## src/rtl/pipe_hazard_unit_pkg.sv

```systemverilog
// rtl/pipe_hazard_unit_pkg.sv - shared CPU types for the hazard/forwarding unit
package cpu_pkg;

    localparam int RF_AW = 5;
    localparam logic [RF_AW-1:0] XZR = 5'd31;

    typedef enum logic [1:0] {
        FWD_RF    = 2'b00,
        FWD_EXMEM = 2'b01,
        FWD_MEMWB = 2'b10
    } fwd_sel_e;

    typedef struct packed {
        logic             valid;
        logic [RF_AW-1:0] rd;
        logic             regwrite;
        logic             memread;
    } haz_entry_t;

    // A producer only matters if it really writes a non-zero register.
    function automatic logic entry_writing(haz_entry_t e, logic [RF_AW-1:0] zero_reg);
        return e.valid && e.regwrite && (e.rd != zero_reg);
    endfunction

endpackage

```

## src/rtl/pipe_hazard_unit_if.sv

```systemverilog
// rtl/pipe_hazard_unit_if.sv - ID-side request and hazard-control response bundle
interface pipe_hazard_unit_if #(
    parameter int REG_AW = 5,
    parameter int CNT_W  = 16
);
    import cpu_pkg::*;

    logic              id_valid;
    logic [REG_AW-1:0] id_rn;
    logic [REG_AW-1:0] id_rm;
    logic              id_use_rn;
    logic              id_use_rm;
    logic [REG_AW-1:0] id_rd;
    logic              id_regwrite;
    logic              id_memread;
    logic              ex_br_taken;

    logic              stall;
    logic              flush;
    fwd_sel_e          fwd_a;
    fwd_sel_e          fwd_b;
    logic [CNT_W-1:0]  stall_cnt;
    logic [CNT_W-1:0]  flush_cnt;
    haz_entry_t        ex_ent;
    haz_entry_t        mem_ent;
    haz_entry_t        wb_ent;

    modport master (
        output id_valid, id_rn, id_rm, id_use_rn, id_use_rm, id_rd,
               id_regwrite, id_memread, ex_br_taken,
        input  stall, flush, fwd_a, fwd_b, stall_cnt, flush_cnt,
               ex_ent, mem_ent, wb_ent
    );

    modport slave (
        input  id_valid, id_rn, id_rm, id_use_rn, id_use_rm, id_rd,
               id_regwrite, id_memread, ex_br_taken,
        output stall, flush, fwd_a, fwd_b, stall_cnt, flush_cnt,
               ex_ent, mem_ent, wb_ent
    );

endinterface

```

## src/rtl/pipe_hazard_unit_track_reg.sv

```systemverilog
// rtl/pipe_hazard_unit_track_reg.sv - one in-flight destination tracker entry
module hazard_track_reg
    import cpu_pkg::*;
(
    input  logic       clk,
    input  logic       reset,
    input  haz_entry_t d,
    output haz_entry_t q
);

    always_ff @(posedge clk or negedge reset) begin
        if (!reset) begin
            q <= '0;
        end else begin
            q <= d;
        end
    end

endmodule

```

## src/rtl/pipe_hazard_unit.sv

```systemverilog
// rtl/pipe_hazard_unit.sv - load-use stall, branch flush and EX operand forwarding control
module pipe_hazard_unit
    import cpu_pkg::*;
#(
    parameter int                REG_AW   = RF_AW,
    parameter logic [REG_AW-1:0] ZERO_REG = XZR,
    parameter int                CNT_W    = 16
) (
    input  logic               clk,
    input  logic               reset,
    pipe_hazard_unit_if.slave  hif
);

    localparam haz_entry_t BUBBLE = '0;

    haz_entry_t       ex_q;
    haz_entry_t       mem_q;
    haz_entry_t       wb_q;
    haz_entry_t       ex_d;
    logic             load_hit;
    logic             stall_c;
    logic             flush_c;
    logic             advance;
    fwd_sel_e         fwd_a_d;
    fwd_sel_e         fwd_b_d;
    fwd_sel_e         fwd_a_q;
    fwd_sel_e         fwd_b_q;
    logic [CNT_W-1:0] stall_cnt_q;
    logic [CNT_W-1:0] flush_cnt_q;

    // Youngest writer wins; a load still in EX cannot forward (that case stalls instead).
    function automatic fwd_sel_e pick_fwd(logic [REG_AW-1:0] src, logic use_src,
                                          haz_entry_t ex_e, haz_entry_t mem_e);
        if (!use_src || src == ZERO_REG) begin
            return FWD_RF;
        end
        if (entry_writing(ex_e, ZERO_REG) && !ex_e.memread && ex_e.rd == src) begin
            return FWD_EXMEM;
        end
        if (entry_writing(mem_e, ZERO_REG) && mem_e.rd == src) begin
            return FWD_MEMWB;
        end
        return FWD_RF;
    endfunction

    always_comb begin
        load_hit = entry_writing(ex_q, ZERO_REG) && ex_q.memread &&
                   ((hif.id_use_rn && hif.id_rn == ex_q.rd) ||
                    (hif.id_use_rm && hif.id_rm == ex_q.rd));
        flush_c  = hif.ex_br_taken;
        stall_c  = hif.id_valid && load_hit && !flush_c;
        advance  = hif.id_valid && !stall_c && !flush_c;

        ex_d = BUBBLE;
        if (advance) begin
            ex_d = '{valid: 1'b1, rd: hif.id_rd,
                     regwrite: hif.id_regwrite, memread: hif.id_memread};
        end

        // While stalled, look ahead one shift: the load moves to MEM, a bubble fills EX.
        fwd_a_d = FWD_RF;
        fwd_b_d = FWD_RF;
        if (stall_c) begin
            fwd_a_d = pick_fwd(hif.id_rn, hif.id_use_rn, BUBBLE, ex_q);
            fwd_b_d = pick_fwd(hif.id_rm, hif.id_use_rm, BUBBLE, ex_q);
        end else if (advance) begin
            fwd_a_d = pick_fwd(hif.id_rn, hif.id_use_rn, ex_q, mem_q);
            fwd_b_d = pick_fwd(hif.id_rm, hif.id_use_rm, ex_q, mem_q);
        end
    end

    hazard_track_reg u_ex_q (
        .clk   (clk),
        .reset (reset),
        .d     (ex_d),
        .q     (ex_q)
    );

    hazard_track_reg u_mem_q (
        .clk   (clk),
        .reset (reset),
        .d     (ex_q),
        .q     (mem_q)
    );

    hazard_track_reg u_wb_q (
        .clk   (clk),
        .reset (reset),
        .d     (mem_q),
        .q     (wb_q)
    );

    always_ff @(posedge clk or negedge reset) begin
        if (!reset) begin
            fwd_a_q     <= FWD_RF;
            fwd_b_q     <= FWD_RF;
            stall_cnt_q <= '0;
            flush_cnt_q <= '0;
        end else begin
            fwd_a_q <= fwd_a_d;
            fwd_b_q <= fwd_b_d;
            if (stall_c && stall_cnt_q != '1) begin
                stall_cnt_q <= stall_cnt_q + CNT_W'(1);
            end
            if (flush_c && flush_cnt_q != '1) begin
                flush_cnt_q <= flush_cnt_q + CNT_W'(1);
            end
        end
    end

    assign hif.stall     = stall_c;
    assign hif.flush     = flush_c;
    assign hif.fwd_a     = fwd_a_q;
    assign hif.fwd_b     = fwd_b_q;
    assign hif.stall_cnt = stall_cnt_q;
    assign hif.flush_cnt = flush_cnt_q;
    assign hif.ex_ent    = ex_q;
    assign hif.mem_ent   = mem_q;
    assign hif.wb_ent    = wb_q;

endmodule
```

## src/flat_wrapper.sv

```systemverilog
// flat-port wrapper written by rule: the top's interface ports become plain ports
module pipe_hazard_unit_flat import cpu_pkg::*;
#(
    parameter int                REG_AW   = RF_AW,
    parameter logic [REG_AW-1:0] ZERO_REG = XZR,
    parameter int                CNT_W    = 16
)
  (clk, reset, hif_id_valid, hif_id_rn, hif_id_rm, hif_id_use_rn, hif_id_use_rm, hif_id_rd, hif_id_regwrite, hif_id_memread, hif_ex_br_taken, hif_stall, hif_flush, hif_fwd_a, hif_fwd_b, hif_stall_cnt, hif_flush_cnt, hif_ex_ent, hif_mem_ent, hif_wb_ent);
  pipe_hazard_unit_if #(.REG_AW(REG_AW), .CNT_W(CNT_W)) hif_i ();
  input  logic clk;
  input  logic reset;
  input wire logic [$bits(hif_i.id_valid)-1:0] hif_id_valid;
  input wire logic [$bits(hif_i.id_rn)-1:0] hif_id_rn;
  input wire logic [$bits(hif_i.id_rm)-1:0] hif_id_rm;
  input wire logic [$bits(hif_i.id_use_rn)-1:0] hif_id_use_rn;
  input wire logic [$bits(hif_i.id_use_rm)-1:0] hif_id_use_rm;
  input wire logic [$bits(hif_i.id_rd)-1:0] hif_id_rd;
  input wire logic [$bits(hif_i.id_regwrite)-1:0] hif_id_regwrite;
  input wire logic [$bits(hif_i.id_memread)-1:0] hif_id_memread;
  input wire logic [$bits(hif_i.ex_br_taken)-1:0] hif_ex_br_taken;
  output wire logic [$bits(hif_i.stall)-1:0] hif_stall;
  output wire logic [$bits(hif_i.flush)-1:0] hif_flush;
  output wire logic [$bits(hif_i.fwd_a)-1:0] hif_fwd_a;
  output wire logic [$bits(hif_i.fwd_b)-1:0] hif_fwd_b;
  output wire logic [$bits(hif_i.stall_cnt)-1:0] hif_stall_cnt;
  output wire logic [$bits(hif_i.flush_cnt)-1:0] hif_flush_cnt;
  output wire logic [$bits(hif_i.ex_ent)-1:0] hif_ex_ent;
  output wire logic [$bits(hif_i.mem_ent)-1:0] hif_mem_ent;
  output wire logic [$bits(hif_i.wb_ent)-1:0] hif_wb_ent;
  assign hif_i.id_valid = hif_id_valid;
  assign hif_i.id_rn = hif_id_rn;
  assign hif_i.id_rm = hif_id_rm;
  assign hif_i.id_use_rn = hif_id_use_rn;
  assign hif_i.id_use_rm = hif_id_use_rm;
  assign hif_i.id_rd = hif_id_rd;
  assign hif_i.id_regwrite = hif_id_regwrite;
  assign hif_i.id_memread = hif_id_memread;
  assign hif_i.ex_br_taken = hif_ex_br_taken;
  assign hif_stall = hif_i.stall;
  assign hif_flush = hif_i.flush;
  assign hif_fwd_a = hif_i.fwd_a;
  assign hif_fwd_b = hif_i.fwd_b;
  assign hif_stall_cnt = hif_i.stall_cnt;
  assign hif_flush_cnt = hif_i.flush_cnt;
  assign hif_ex_ent = hif_i.ex_ent;
  assign hif_mem_ent = hif_i.mem_ent;
  assign hif_wb_ent = hif_i.wb_ent;
  pipe_hazard_unit #(.REG_AW(REG_AW), .ZERO_REG(ZERO_REG), .CNT_W(CNT_W)) u_core (.clk(clk), .reset(reset), .hif(hif_i));
endmodule
```

## config.mk

```make
export PLATFORM = sky130hd
export DESIGN_NAME = pipe_hazard_unit_flat
export DESIGN_NICKNAME = d
export VERILOG_FILES = /design/src/rtl/pipe_hazard_unit_pkg.sv /design/src/rtl/pipe_hazard_unit_if.sv /design/src/rtl/pipe_hazard_unit_track_reg.sv /design/src/rtl/pipe_hazard_unit.sv /design/src/flat_wrapper.sv
export SDC_FILE = /design/constraint.sdc
export NUM_CORES = 1
export LEC_CHECK = 0
export BUFFER_PORTS_ARGS = -buffer_cell sky130_fd_sc_hd__buf_4
export CORE_ASPECT_RATIO = 1.25
export CORE_UTILIZATION = 54
export CTS_BUF_LIST = sky130_fd_sc_hd__clkbuf_16
export DETAILED_ROUTE_END_ITERATION = 8
export PLACE_DENSITY = 0.84
export RECOVER_POWER = 100
export SLEW_MARGIN = 10
export SYNTH_ARGS = -nofsm -noshare
export SYNTH_HDL_FRONTEND = slang
export SYNTH_SLANG_ARGS = --single-unit
```

## constraint.sdc

```tcl
create_clock -name clk -period 3.4 [get_ports clk]
set_input_delay 0.34 -clock clk [delete_from_list [all_inputs] [get_ports clk]]
set_output_delay 0.34 -clock clk [all_outputs]
set_load 0.01 [all_outputs]
```

==> run summary <==
Run status -> finished clean
Internal Power -> 1340 uW
LEAKAGE -> 0.00153 uW
First-pass GRT wire length -> 10,200 um
Switch share -> 0.266
Synth top area share -> 0.557
Min-delay worst type -> input pin to register
Total of max-cap violations -> 0
Largest cells by area after synthesis -> dfrtp_1, xnor2_1, xor2_1
Yosys synthesis warning count -> 0
Clock Sinks -> 60
Filler instances -> 433
Die area -> 5280 sq um
Final ANT Viol Nets -> 0
H-tree depth -> 3
First drt pass iteration count -> 4
CP Data Arrival Time -> 2.11 ns
Clk_skew -> 0.00470 ns
GPL Wtd Cong -> 0.891
CTS tree -> built
Max transition margin -> 0.0265
Post-route cell area -> 3380 sq um
Via density -> 5.51
DP HPWL -> 4520 um
Ys async rst share -> 1.00
DRC viols -> 0
Count leader, synth -> dfrtp_1
Fin crit period -> 2.45 ns
Cell variety after synth -> 37
Synth Net Count -> 263
Vias -> 2,177
CTS root buffer -> clkbuf_16
RR Endpoint -> u_core.hif.stall_cnt[9]
CTS clk-pin slew, worst paths -> 0.05 ns
I/O pin total -> 85
Total CTS buffers -> 9
Gr ovfl total -> 0
Initial antenna violation count -> 0
Number of synthesized flops with an enable pin -> 0
RSZ-0062 raised after global routing -> false
Iter 0 DRT Violations -> 160
Number of hold buffers added after CTS -> 0
Count of final setup violators -> 0
Hold path depth -> 2
WHS Endpoint -> u_core.u_ex_q.q[0]
Final-report max-slew violation count -> 0
Core area -> 4760 sq um
Reg2Reg Depth -> 6
Reg-to-Reg Start -> u_core.u_ex_q.q[6]
Total wire length -> 6470 um
Mapped cell area -> 2700 sq um
Synth area leader -> dfrtp_1
Layout cells sized above 1 -> 0.122
Die width -> 65.2 um
Crit share post-route -> 0.721
PwrDens -> 541 nW/um^2
Clock share of power -> 0.413
GRT Util Overall -> 0.263
R2R setup slack -> 1.05 ns
Final hold vios -> 0
Clk Latency, worst-skew pair -> 0.32 ns
Actual slew at the worst max-slew pin -> 1.46 ns
GRT met1 Usage -> 0.307
Die Height -> 81.0 um
# rows -> 28
Crit. End Element -> output pin
Syn Inst Count -> 238
Hold path start -> hif_id_memread
Psw -> 486 uW
Largest net degree at the start of global routing -> 61
I/O Buffers -> 84
Area Overhead vs Synth -> 25.3%
Critical path type -> register to output pin
Antenna Cells -> 0
Gr busiest metal -> met2
Ys flop type -> dfrtp_1
Syn_area_per_cell -> 11.3 sq um
Drt wl/cell -> 16.4 um
# resized after CTS -> 0
Initial Util -> 0.566
Register area share after synthesis -> 0.557
WP data required -> 3.06 ns
Met3 Use GR -> 0.0604
Top cells by count, synth -> dfrtp_1, xnor2_1, nand3_1, nand2_1, xor2_1
Max Fclk -> 0.408 GHz
Setup crit start -> u_core.u_ex_q.q[6]
Vias in the first global route -> 2,143
CP Launch Type -> register
Post-synthesis register bit count -> 60
CP Max Fanout -> 6
Part of the power in registers -> 0.461
Combinational Power Share -> 0.126
Worst vdd ir -> 0.000371 V
Setup TNS -> 0 ns
Routing usage on met2 -> 0.453
Clock Tree Buf Depth -> 2
Final layout net count -> 357
Placed Instance Area -> 3390 sq um
# Post-CTS Setup Buffers -> 0
[cells in the final DEF (no fill, tap or decap), drive strengths merged, types with 3 or more instances in the layout]
master	netlist	final
nor2	13	13
inv	5	6
nand2	19	19
and2	7	7
o21ai	3	3
xor2	18	18
buf	1	21
mux2	4	4
clkinv	0	4
clkbuf	0	72
a21oi	3	3
nand4	8	8
nand3	21	21
nor3	13	13
dfrtp	60	60
or3	4	4
xnor2	28	28
nor4	3	3
and3	4	4
[per-layer routing]
metal	part of all wire	wire length [um]	up-vias
met5	0	0	-
met2	0.52	3350	90
met4	0.019	122	0
met3	0.051	330	12
li1	-	-	1018
met1	0.41	2670	1057
[per-stage QoR]
step,setup slack [ns],hold WS [ns],total power (uW),cells,util
floorplan,1.54,0.0444,964,238,-
global placement,1.34,0.364,1110,381,0.712
detailed placement,1.36,0.370,1120,381,0.712
CTS,1.03,0.115,1890,395,0.764
global route,0.728,0.233,1900,395,0.709
finish,0.949,0.237,1830,395,0.709
[power groups by stage]
| stage | clock network, uW | registers [uW] | logic, uW |
|---|---|---|---|
| floorplan | 0 | 859 | 105 |
| global route | 794 | 848 | 255 |
| detailed placement | 0 | 848 | 270 |
| CTS | 771 | 839 | 276 |
| finish | 754 | 843 | 231 |
| global placement | 0 | 845 | 262 |
[cells by family (layout without fill, tap and decap cells)]
| group | Yosys count | after routing | synth area share |
|---|---|---|---|
| DFF | 60 | 60 | 0.557 |
| AOI/OAI and AO/OA | 17 | 17 | 0.0548 |
| adders and majority gates | 2 | 2 | 0.00928 |
| xor gates and xnor gates | 46 | 46 | 0.149 |
| buffers and inverters | 6 | 103 | 0.00975 |
| muxes | 6 | 6 | 0.0241 |
| and+or+nand+nor | 101 | 101 | 0.195 |
[critical path: stages, from the launching register on]
cell and delay [ns]:
dfrtp_1 0.43, and4_1 0.25, a211oi_1 0.57, nand2_1 0.27, inv_1 0.12, clkbuf_1 0.16
[registers in the layout, summed over array words and instances, names as in the netlist]
name / flops
u_core.hif.flush_cnt: 16
u_core.hif.fwd_a: 2
u_core.hif.fwd_b: 2
u_core.hif.stall_cnt: 16
u_core.u_ex_q.q: 8
u_core.u_mem_q.q: 8
u_core.u_wb_q.q: 8
[area by class of cell]
type	count	area (sq um)	share of cell area
clock buffer	9	225	0.0667
tap	60	75.1	0.0222
timing repair buffer	84	395	0.117
inverter	5	18.8	0.00556
sequential	60	1500	0.445
clock inverter	5	22.5	0.00667
multi-input combinational	172	1140	0.337
[how the worst max path moves through the flow]
stage                                     to  slack (ns)  cells past startpoint
floorplan           u_core.hif.stall_cnt[11]        1.54                      6
global placement                   hif_stall        1.34                      7
detailed placement                 hif_stall        1.36                      7
CTS                                hif_stall        1.03                      7
global route                       hif_stall        0.73                      5
finish                             hif_stall        0.95                      5
(Power assumes the default switching activity.)
